<file path="src/rtl/muldiv_ctrl_pkg.sv">
// rtl/muldiv_ctrl_pkg.sv - HI/LO op and controller state encodings
package muldiv_ctrl_pkg;

  typedef enum logic [2:0] {
    OP_MULT  = 3'b000,
    OP_MULTU = 3'b001,
    OP_DIV   = 3'b010,
    OP_DIVU  = 3'b011,
    OP_MTHI  = 3'b100,
    OP_MTLO  = 3'b101
  } op_e;

  typedef enum logic [1:0] {
    ST_IDLE    = 2'd0,
    ST_MUL_RUN = 2'd1,
    ST_DIV_RUN = 2'd2,
    ST_DONE    = 2'd3
  } state_e;

  // Even op codes in the arithmetic group are the signed variants.
  function automatic logic op_is_signed(input logic [2:0] op);
    return ~op[0];
  endfunction

endpackage

</file>
<file path="src/rtl/muldiv_ctrl.sv">
// rtl/muldiv_ctrl.sv - HI/LO sequencing for external multiply and divide units
module muldiv_ctrl
  import muldiv_ctrl_pkg::*;
(
  input  logic        clk,
  input  logic        rst,
  input  logic        op_valid,
  input  logic [2:0]  op,
  input  logic [31:0] rs_val,
  input  logic [31:0] rt_val,
  input  logic        pipe_adv,
  input  logic        ex_annul,
  output logic        stall,
  output logic        busy,
  output logic [31:0] hi,
  output logic [31:0] lo,
  output logic        mul_start,
  output logic        mul_signed,
  output logic [31:0] mul_a,
  output logic [31:0] mul_b,
  input  logic        mul_ready,
  input  logic [63:0] mul_result,
  output logic        div_start,
  output logic        div_signed,
  output logic [31:0] div_a,
  output logic [31:0] div_b,
  input  logic        div_ready,
  input  logic [31:0] div_quot,
  input  logic [31:0] div_rem,
  output logic        unit_annul
);

  state_e      state;
  logic [31:0] a_q;
  logic [31:0] b_q;
  logic        sgn_q;
  logic        is_mul;
  logic        is_div;
  logic        running;

  assign is_mul  = op_valid && (op == OP_MULT || op == OP_MULTU);
  // Divide by zero never launches the divider; HI/LO keep their old values.
  assign is_div  = op_valid && (op == OP_DIV || op == OP_DIVU) && (rt_val != 32'd0);
  assign running = (state == ST_MUL_RUN) || (state == ST_DIV_RUN);

  assign stall = !rst && !ex_annul &&
                 (running || (state == ST_IDLE && (is_mul || is_div)));
  assign busy       = (state != ST_IDLE);
  assign unit_annul = rst || ex_annul;

  assign mul_start  = (state == ST_MUL_RUN) && !ex_annul;
  assign div_start  = (state == ST_DIV_RUN) && !ex_annul;
  assign mul_signed = sgn_q;
  assign div_signed = sgn_q;
  assign mul_a      = a_q;
  assign mul_b      = b_q;
  assign div_a      = a_q;
  assign div_b      = b_q;

  always_ff @(posedge clk or posedge rst) begin
    if (rst) begin
      state <= ST_IDLE;
      hi    <= 32'd0;
      lo    <= 32'd0;
      a_q   <= 32'd0;
      b_q   <= 32'd0;
      sgn_q <= 1'b0;
    end else if (ex_annul) begin
      // Annul wins over any ready or issue arriving in the same cycle.
      state <= ST_IDLE;
    end else begin
      case (state)
        ST_IDLE: begin
          if (is_mul || is_div) begin
            a_q   <= rs_val;
            b_q   <= rt_val;
            sgn_q <= op_is_signed(op);
            state <= is_mul ? ST_MUL_RUN : ST_DIV_RUN;
          end else if (op_valid && pipe_adv && op == OP_MTHI) begin
            hi <= rs_val;
          end else if (op_valid && pipe_adv && op == OP_MTLO) begin
            lo <= rs_val;
          end
        end
        ST_MUL_RUN: begin
          if (mul_ready) begin
            {hi, lo} <= mul_result;
            state    <= ST_DONE;
          end
        end
        ST_DIV_RUN: begin
          if (div_ready) begin
            lo    <= div_quot;
            hi    <= div_rem;
            state <= ST_DONE;
          end
        end
        ST_DONE: begin
          if (pipe_adv) state <= ST_IDLE;
        end
        default: state <= ST_IDLE;
      endcase
    end
  end

endmodule

</file>
<file path="config.mk">
export PLATFORM = sky130hd
export DESIGN_NAME = muldiv_ctrl
export DESIGN_NICKNAME = d
export VERILOG_FILES = /design/src/rtl/muldiv_ctrl_pkg.sv /design/src/rtl/muldiv_ctrl.sv
export SDC_FILE = /design/constraint.sdc
export NUM_CORES = 1
export LEC_CHECK = 0
export CAP_MARGIN = 20
export CORE_AREA = 2 2 154 156
export CTS_BUF_LIST = sky130_fd_sc_hd__clkbuf_16
export CTS_CLUSTER_DIAMETER = 150
export CTS_CLUSTER_SIZE = 20
export DETAILED_ROUTE_END_ITERATION = 8
export DIE_AREA = 0 0 156 158
export DONT_BUFFER_PORTS = 1
export SKIP_LAST_GASP = 1
export SLEW_MARGIN = 20
export SYNTH_ARGS = -nofsm -noshare
export SYNTH_HDL_FRONTEND = slang
export SYNTH_SLANG_ARGS = --single-unit
export TNS_END_PERCENT = 20
</file>
<file path="constraint.sdc">
create_clock -name clk -period 4.25 [get_ports clk]
set_input_delay 0.6375 -clock clk [delete_from_list [all_inputs] [get_ports clk]]
set_output_delay 0.6375 -clock clk [all_outputs]
set_load 0.02 [all_outputs]
</file>
==> impl_metrics.py, run 1 <==
metrics = {
    "clock_tree": {
        "cts_tree": "yes",
        "cts_resized": 0,
        "cts_buffers": 17,
        "postCtsHoldBufs": 0,
        "root_buffer": "clkbuf_16",
        "path_clk_slew_ns": 0.06,
        "postCtsSetupRepairBufs": 0,
        "htree_levels": 4,
        "cts_buffer_depth": 2,
        "clkSinkCount": 131,
        "clk_latency_ns": 0.41,
    },
    "synth": {
        "syn_nets": 790,
        "syn_inst": 583,
        "ys.flop_type": "dfrtp_1",
        "syn_area_per_cell_um2": 11.8,
        "synth_mux_area_share_pct": 18.9,
        "yosysMostFrequentCell": "dfrtp_1",
        "ys_top_cells_by_count": "dfrtp_1 (131), buf_4 (68), a22oi_1 (64)",
        "synth_compound_area_share_pct": 17.2,
        "synth_warnings": 0,
        "syn_area_um2": 6850,
        "yosys-top-cells-area": "dfrtp_1 (48%), mux2_4 (11%), mux2_2 (7.7%)",
        "yosys.area.top_type_share_pct": 47.8,
        "synth_top_family_by_area": "multiplexers",
        "synthAdderAreaFrac_pct": 0.913,
        "ys_types": 31,
        "synth-xor-area-share_pct": 0,
        "async_reset_ff_share_pct": 100,
        "synth-simple-area-share_pct": 4.22,
        "synth_top_cell_by_area": "dfrtp_1",
        "ys_ff_latch": 131,
        "ys_seq_area_share_pct": 47.8,
        "synth_edf_count": 0,
    },
    "placed_design": {
        "postPlaceCellArea_um2": 6590,
        "numPortBuffers": 0,
        "dpl.hpwl_um": 15300,
        "post-place-ws_ns": 1.17,
        "gp_congestion": 0.797,
        "dp_cells": 772,
    },
    "final_layout": {
        "fin_area_um2": 7230,
        "syn_to_final_growth_pct": 5.48,
        "diodes": 0,
        "fillers": 2340,
        "fin_cells": 804,
        "layout.nets": 708,
        "post-route-util_pct": 31.4,
        "drive_gt1_share_pct": 27.6,
    },
    "detailed_routing": {
        "ant_nets": 0,
        "first_iter_violations": 284,
        "viasPerCell": 5.67,
        "drc": 0,
        "firstDrtPassIters": 5,
        "wl_per_cell_um": 25.6,
        "via_count": 4558,
        "route.final.wire_length_um": 20600,
    },
    "sta": {
        "period_needed_ns": 3.06,
        "setup-violations-final": 0,
        "rsz0062_at_grt": "false",
        "setup_ws_ns": 1.19,
        "worst_slew_pin_slew_ns": 0.970,
        "setup_tns_ns": 0,
        "clock_skew_ns": 0.0100,
        "fin_crit_sh_pct": 72.1,
        "relSlewSlack_pct": 35.3,
        "finalHoldViolCount": 0,
        "slew_viol_final": 0,
        "whs_ns": 0.0310,
        "fmax_mhz": 326,
    },
    "min_path": {
        "hp-class": "in -> async",
    },
    "pwr": {
        "total_leakage_power_nw": 3.09,
        "powerDensity_nw_per_um2": 948,
        "ir_worst_vdd_mv": 0.322,
        "total_power_mw": 6.85,
    },
    "critical_path": {
        "path_cells": "inv_1 -> ha_4 -> buf_4 -> o21ba_2",
        "path_class": "reg -> out",
        "cp_slowest_stage_delay_ns": 0.58,
        "slowest_stage": "buf_4",
        "cp-start-kind": "register",
        "cp_max_fo": 62,
        "cp.required_ns": 3.61,
        "cp_data_arrival_time_ns": 2.43,
        "r2r_cells": 6,
        "worst_setup_path_end_kind": "output pin",
    },
    "global_routing": {
        "grt_max_degree": 65,
        "grt_usage_pct": 15.8,
        "grt_pass1_vias": 4596,
        "grt_pass1_wl_um": 28600,
        "antenna_found_initial": 0,
        "gr-total-overflow": 0,
    },
    "die": {
        "dieWidth_um": 156,
        "die_area_um2": 24600,
        "pin_count": 401,
        "core_region_area_um2": 23100,
        "start_util_pct": 29.7,
        "die_y_um": 158,
        "num_rows": 56,
    },
    "status": {
        "status": "finished clean",
    },
    "flow_run": {
        "cap_viol_max_count": 0,
    },
}
-- layer usage --
layer,part of all wire (%),global-route usage (%),wire [µm]
met5,0,0,0
met2,52,28.7,10700
met3,9.7,5.78,1990
met4,3.2,7.65,669
met1,35,16.0,7250
-- kinds of logic after synthesis --
logic type | count (synthesis)
AOI/OAI and AO/OA | 167
adders and majority gates | 5
buffers and inverters | 118
DFF | 131
muxes | 99
and+or+nand+nor | 63
-- path summary, 6_finish.rpt --
path | startpoint | to | slack [ns]
max in group asynchronous | rst | hi[5] | 3.18
hold / removal | rst | state[0] | 0.03
min in group clk | op[0] | div_signed | 0.34
setup reg to reg | state[1] | hi[18] | 1.44
hold reg to reg | state[1] | state[1] | 0.61
setup / recovery | state[1] | stall | 1.19
-- sequential cells by signal (all words and copies together) (netlist names) --
name        flops
hi             32
state           2
lo             32
div_signed      1
div_b          32
div_a          32
-- where the power goes --
group | switching (mW) | internal, mW
Combinational | 0.817 | 0.840
Sequential | 1.76 | 1.82
Clock | 0.571 | 1.04
-- layout by cell type (no fill, tap or decap) --
| cell | n |
|---|---|
| a2111o_2 | 1 |
| a211oi_1 | 32 |
| a21o_1 | 32 |
| a21oi_1 | 33 |
| a22oi_1 | 64 |
| a41oi_1 | 1 |
| buf_4 | 8 |
| bufinv_16 | 5 |
| clkbuf_16 | 17 |
| clkinv_1 | 1 |
| clkinv_2 | 1 |
| clkinv_4 | 2 |
| clkinvlp_4 | 4 |
| dfrtp_1 | 131 |
| ha_1 | 2 |
| ha_2 | 2 |
| ha_4 | 1 |
| inv_1 | 10 |
| inv_6 | 1 |
| mux2_1 | 1 |
| mux2_2 | 47 |
| mux2_4 | 49 |
| mux2i_1 | 2 |
| nand2_1 | 4 |
| nand2b_1 | 1 |
| nand3b_1 | 1 |
| nand4_1 | 3 |
| nor2_1 | 39 |
| nor2b_1 | 3 |
| nor3_1 | 1 |
| nor3_2 | 2 |
| nor4_1 | 8 |
| o211ai_1 | 1 |
| o21ba_2 | 1 |
| o22ai_1 | 2 |
| or3_2 | 1 |
-- layout make-up --
| type | instances | area, µm² | area share (%) |
|---|---|---|---|
| multi-input combinational | 334 | 2850 | 39.4 |
| sequential | 131 | 3280 | 45.4 |
| clock buffer | 17 | 425 | 5.89 |
| clock inverter | 15 | 215 | 2.98 |
| inverter | 9 | 37.5 | 0.519 |
| timing repair buffer | 8 | 60.1 | 0.831 |
| tap | 290 | 363 | 5.02 |
-- worst max-delay path, delay by kind of cell (launching register included) --
family / cells / cell delay, ns
adder cells (fa/ha/maj): 1 / 0.57
flip-flops: 1 / 0.40
buffers and inverters: 2 / 0.71
AO/OA/AOI/OAI: 1 / 0.32
No activity file was read; power rests on OpenSTA's default activity.
==> run 2: changes to the inputs <==
clock period = 2.6 ns   (was 4.25 ns; I/O delays follow)
==> run 2 against run 1 <==
Compared with the run above: clock skew increased by 0.014 ns; global-route usage about the same; cell count increased by 0.75%; critical path type is now reg -> reg; largest cell class unchanged; largest power group unchanged.
==> impl_metrics.py, run 2 (synthesis results as in run 1) <==
metrics = {
    "clock_tree": {
        "postCtsHoldBufs": 0,
        "clk_latency_ns": 0.43,
        "postCtsSetupRepairBufs": 0,
        "path_clk_slew_ns": 0.06,
        "clkSinkCount": 131,
        "htree_levels": 4,
        "cts_buffers": 17,
        "cts_tree": "yes",
        "cts_buffer_depth": 2,
        "root_buffer": "clkbuf_16",
        "cts_resized": 0,
    },
    "final_layout": {
        "fin_area_um2": 7260,
        "syn_to_final_growth_pct": 5.97,
        "mostFrequentLayoutCell": "dfrtp_1",
        "layout_common_cells": "dfrtp_1 (131), a22oi_1 (64), mux2_4 (49)",
        "drive_gt1_share_pct": 28.8,
        "diodes": 0,
        "layout.nets": 714,
        "fin_cells": 810,
    },
    "sta": {
        "fmax_mhz": 450,
        "slew_viol_final": 0,
        "finalHoldViolCount": 0,
        "period_needed_ns": 2.22,
        "worst_slew_pin_slew_ns": 0.710,
        "clock_skew_ns": 0.0237,
        "fin_crit_sh_pct": 85.5,
        "setup-violations-final": 0,
        "relSlewSlack_pct": 52.6,
        "rsz0062_at_grt": "false",
    },
    "critical_path": {
        "path_class": "reg -> reg",
        "cp-start-kind": "register",
        "cp_max_fo": 40,
        "cp.required_ns": 2.90,
        "r2r-start": "state[0]",
        "worst-path-buf-inv": 3,
        "crit_path_frequent_cell": "inv_1",
        "path_cells": "inv_1 -> ha_2 -> inv_1 -> o22ai_1 -> a2111o_2 -> buf_4 -> a211oi_1 -> a21o_1",
        "slowest_stage": "dfrtp_1",
        "r2r_end": "lo[24]",
        "cp_data_arrival_time_ns": 2.53,
        "crit_family": "compound AO/OA/AOI/OAI gates",
        "worst_setup_path_end_kind": "register",
        "r2r_cells": 8,
        "cp_slowest_stage_delay_ns": 0.41,
        "rrSetupSlack_ns": 0.38,
    },
    "pwr": {
        "powerDensity_nw_per_um2": 1510,
        "ir_worst_vdd_mv": 0.593,
        "total_leakage_power_nw": 3.11,
    },
    "detailed_routing": {
        "via_count": 4567,
        "first_iter_violations": 320,
        "drc": 0,
        "route.final.wire_length_um": 20200,
        "wl_per_cell_um": 25.0,
        "ant_nets": 0,
        "firstDrtPassIters": 5,
        "viasPerCell": 5.64,
    },
    "global_routing": {
        "grt_max_degree": 132,
        "grt_pass1_vias": 4588,
        "grt_usage_pct": 15.8,
        "antenna_found_initial": 0,
        "gr-total-overflow": 0,
        "grt_pass1_wl_um": 28500,
    },
    "placed_design": {
        "gp_congestion": 0.791,
        "dpl.hpwl_um": 14800,
        "numPortBuffers": 0,
        "postPlaceCellArea_um2": 6690,
        "dp_cells": 778,
    },
    "die": {
        "start_util_pct": 29.7,
        "num_rows": 56,
        "die_y_um": 158,
        "pin_count": 401,
        "die_area_um2": 24600,
        "core_region_area_um2": 23100,
        "dieWidth_um": 156,
    },
    "min_path": {
        "hp-class": "in -> async",
    },
    "status": {
        "status": "finished clean",
    },
    "flow_run": {
        "cap_viol_max_count": 0,
    },
}
[run 2: area by class of cell]
class                           count  area, µm²
Clock buffer                       17        425
Clock inverter                     15        148
Fill cell                        2282      15800
Inverter                            9       37.5
Multi-Input combinational cell    334       2860
Sequential cell                   131       3280
Tap cell                          290        363
Timing Repair Buffer               14        155
[run 2: power by group]
part           switching, mW  internal, mW
sequential              2.85          2.98
clock                  0.997          1.34
combinational           1.35          1.43
[run 2: worst max path at each step]
stage,from,cells after the start,end
2_1_floorplan,rst,3,stall
3_3_place_gp,rt_val[21],7,div_a[6]
3_5_place_dp,rt_val[21],7,div_a[7]
4_1_cts,state[1],4,stall
5_1_grt,state[1],8,lo[28]
6_report,state[0],8,lo[24]
[run 2: per-stage QoR]
step | power [mW] | utilization [%] | setup WS (ns) | hold slack [ns] | TNS (ns)
floorplan | 8.42 | - | -0.915 | 0.483 | -1.57
global placement | 8.49 | 29.0 | 0.230 | 0.489 | 0
detailed placement | 8.65 | 29.0 | 0.194 | 0.499 | 0
CTS | 11.1 | 31.5 | 0.308 | 0.0453 | 0
global route | 11.6 | 31.5 | 0.214 | 0.0563 | 0
finish | 10.9 | 31.5 | 0.377 | 0.0389 | 0
[run 2: per-layer routing]
metal	track usage, %	part of all wire (%)	vias to the layer above
met1	17.5	37	2305
met3	4.30	8.5	22
met2	28.2	52	314
met4	7.12	2.5	0
met5	0	0	-
li1	-	-	1926
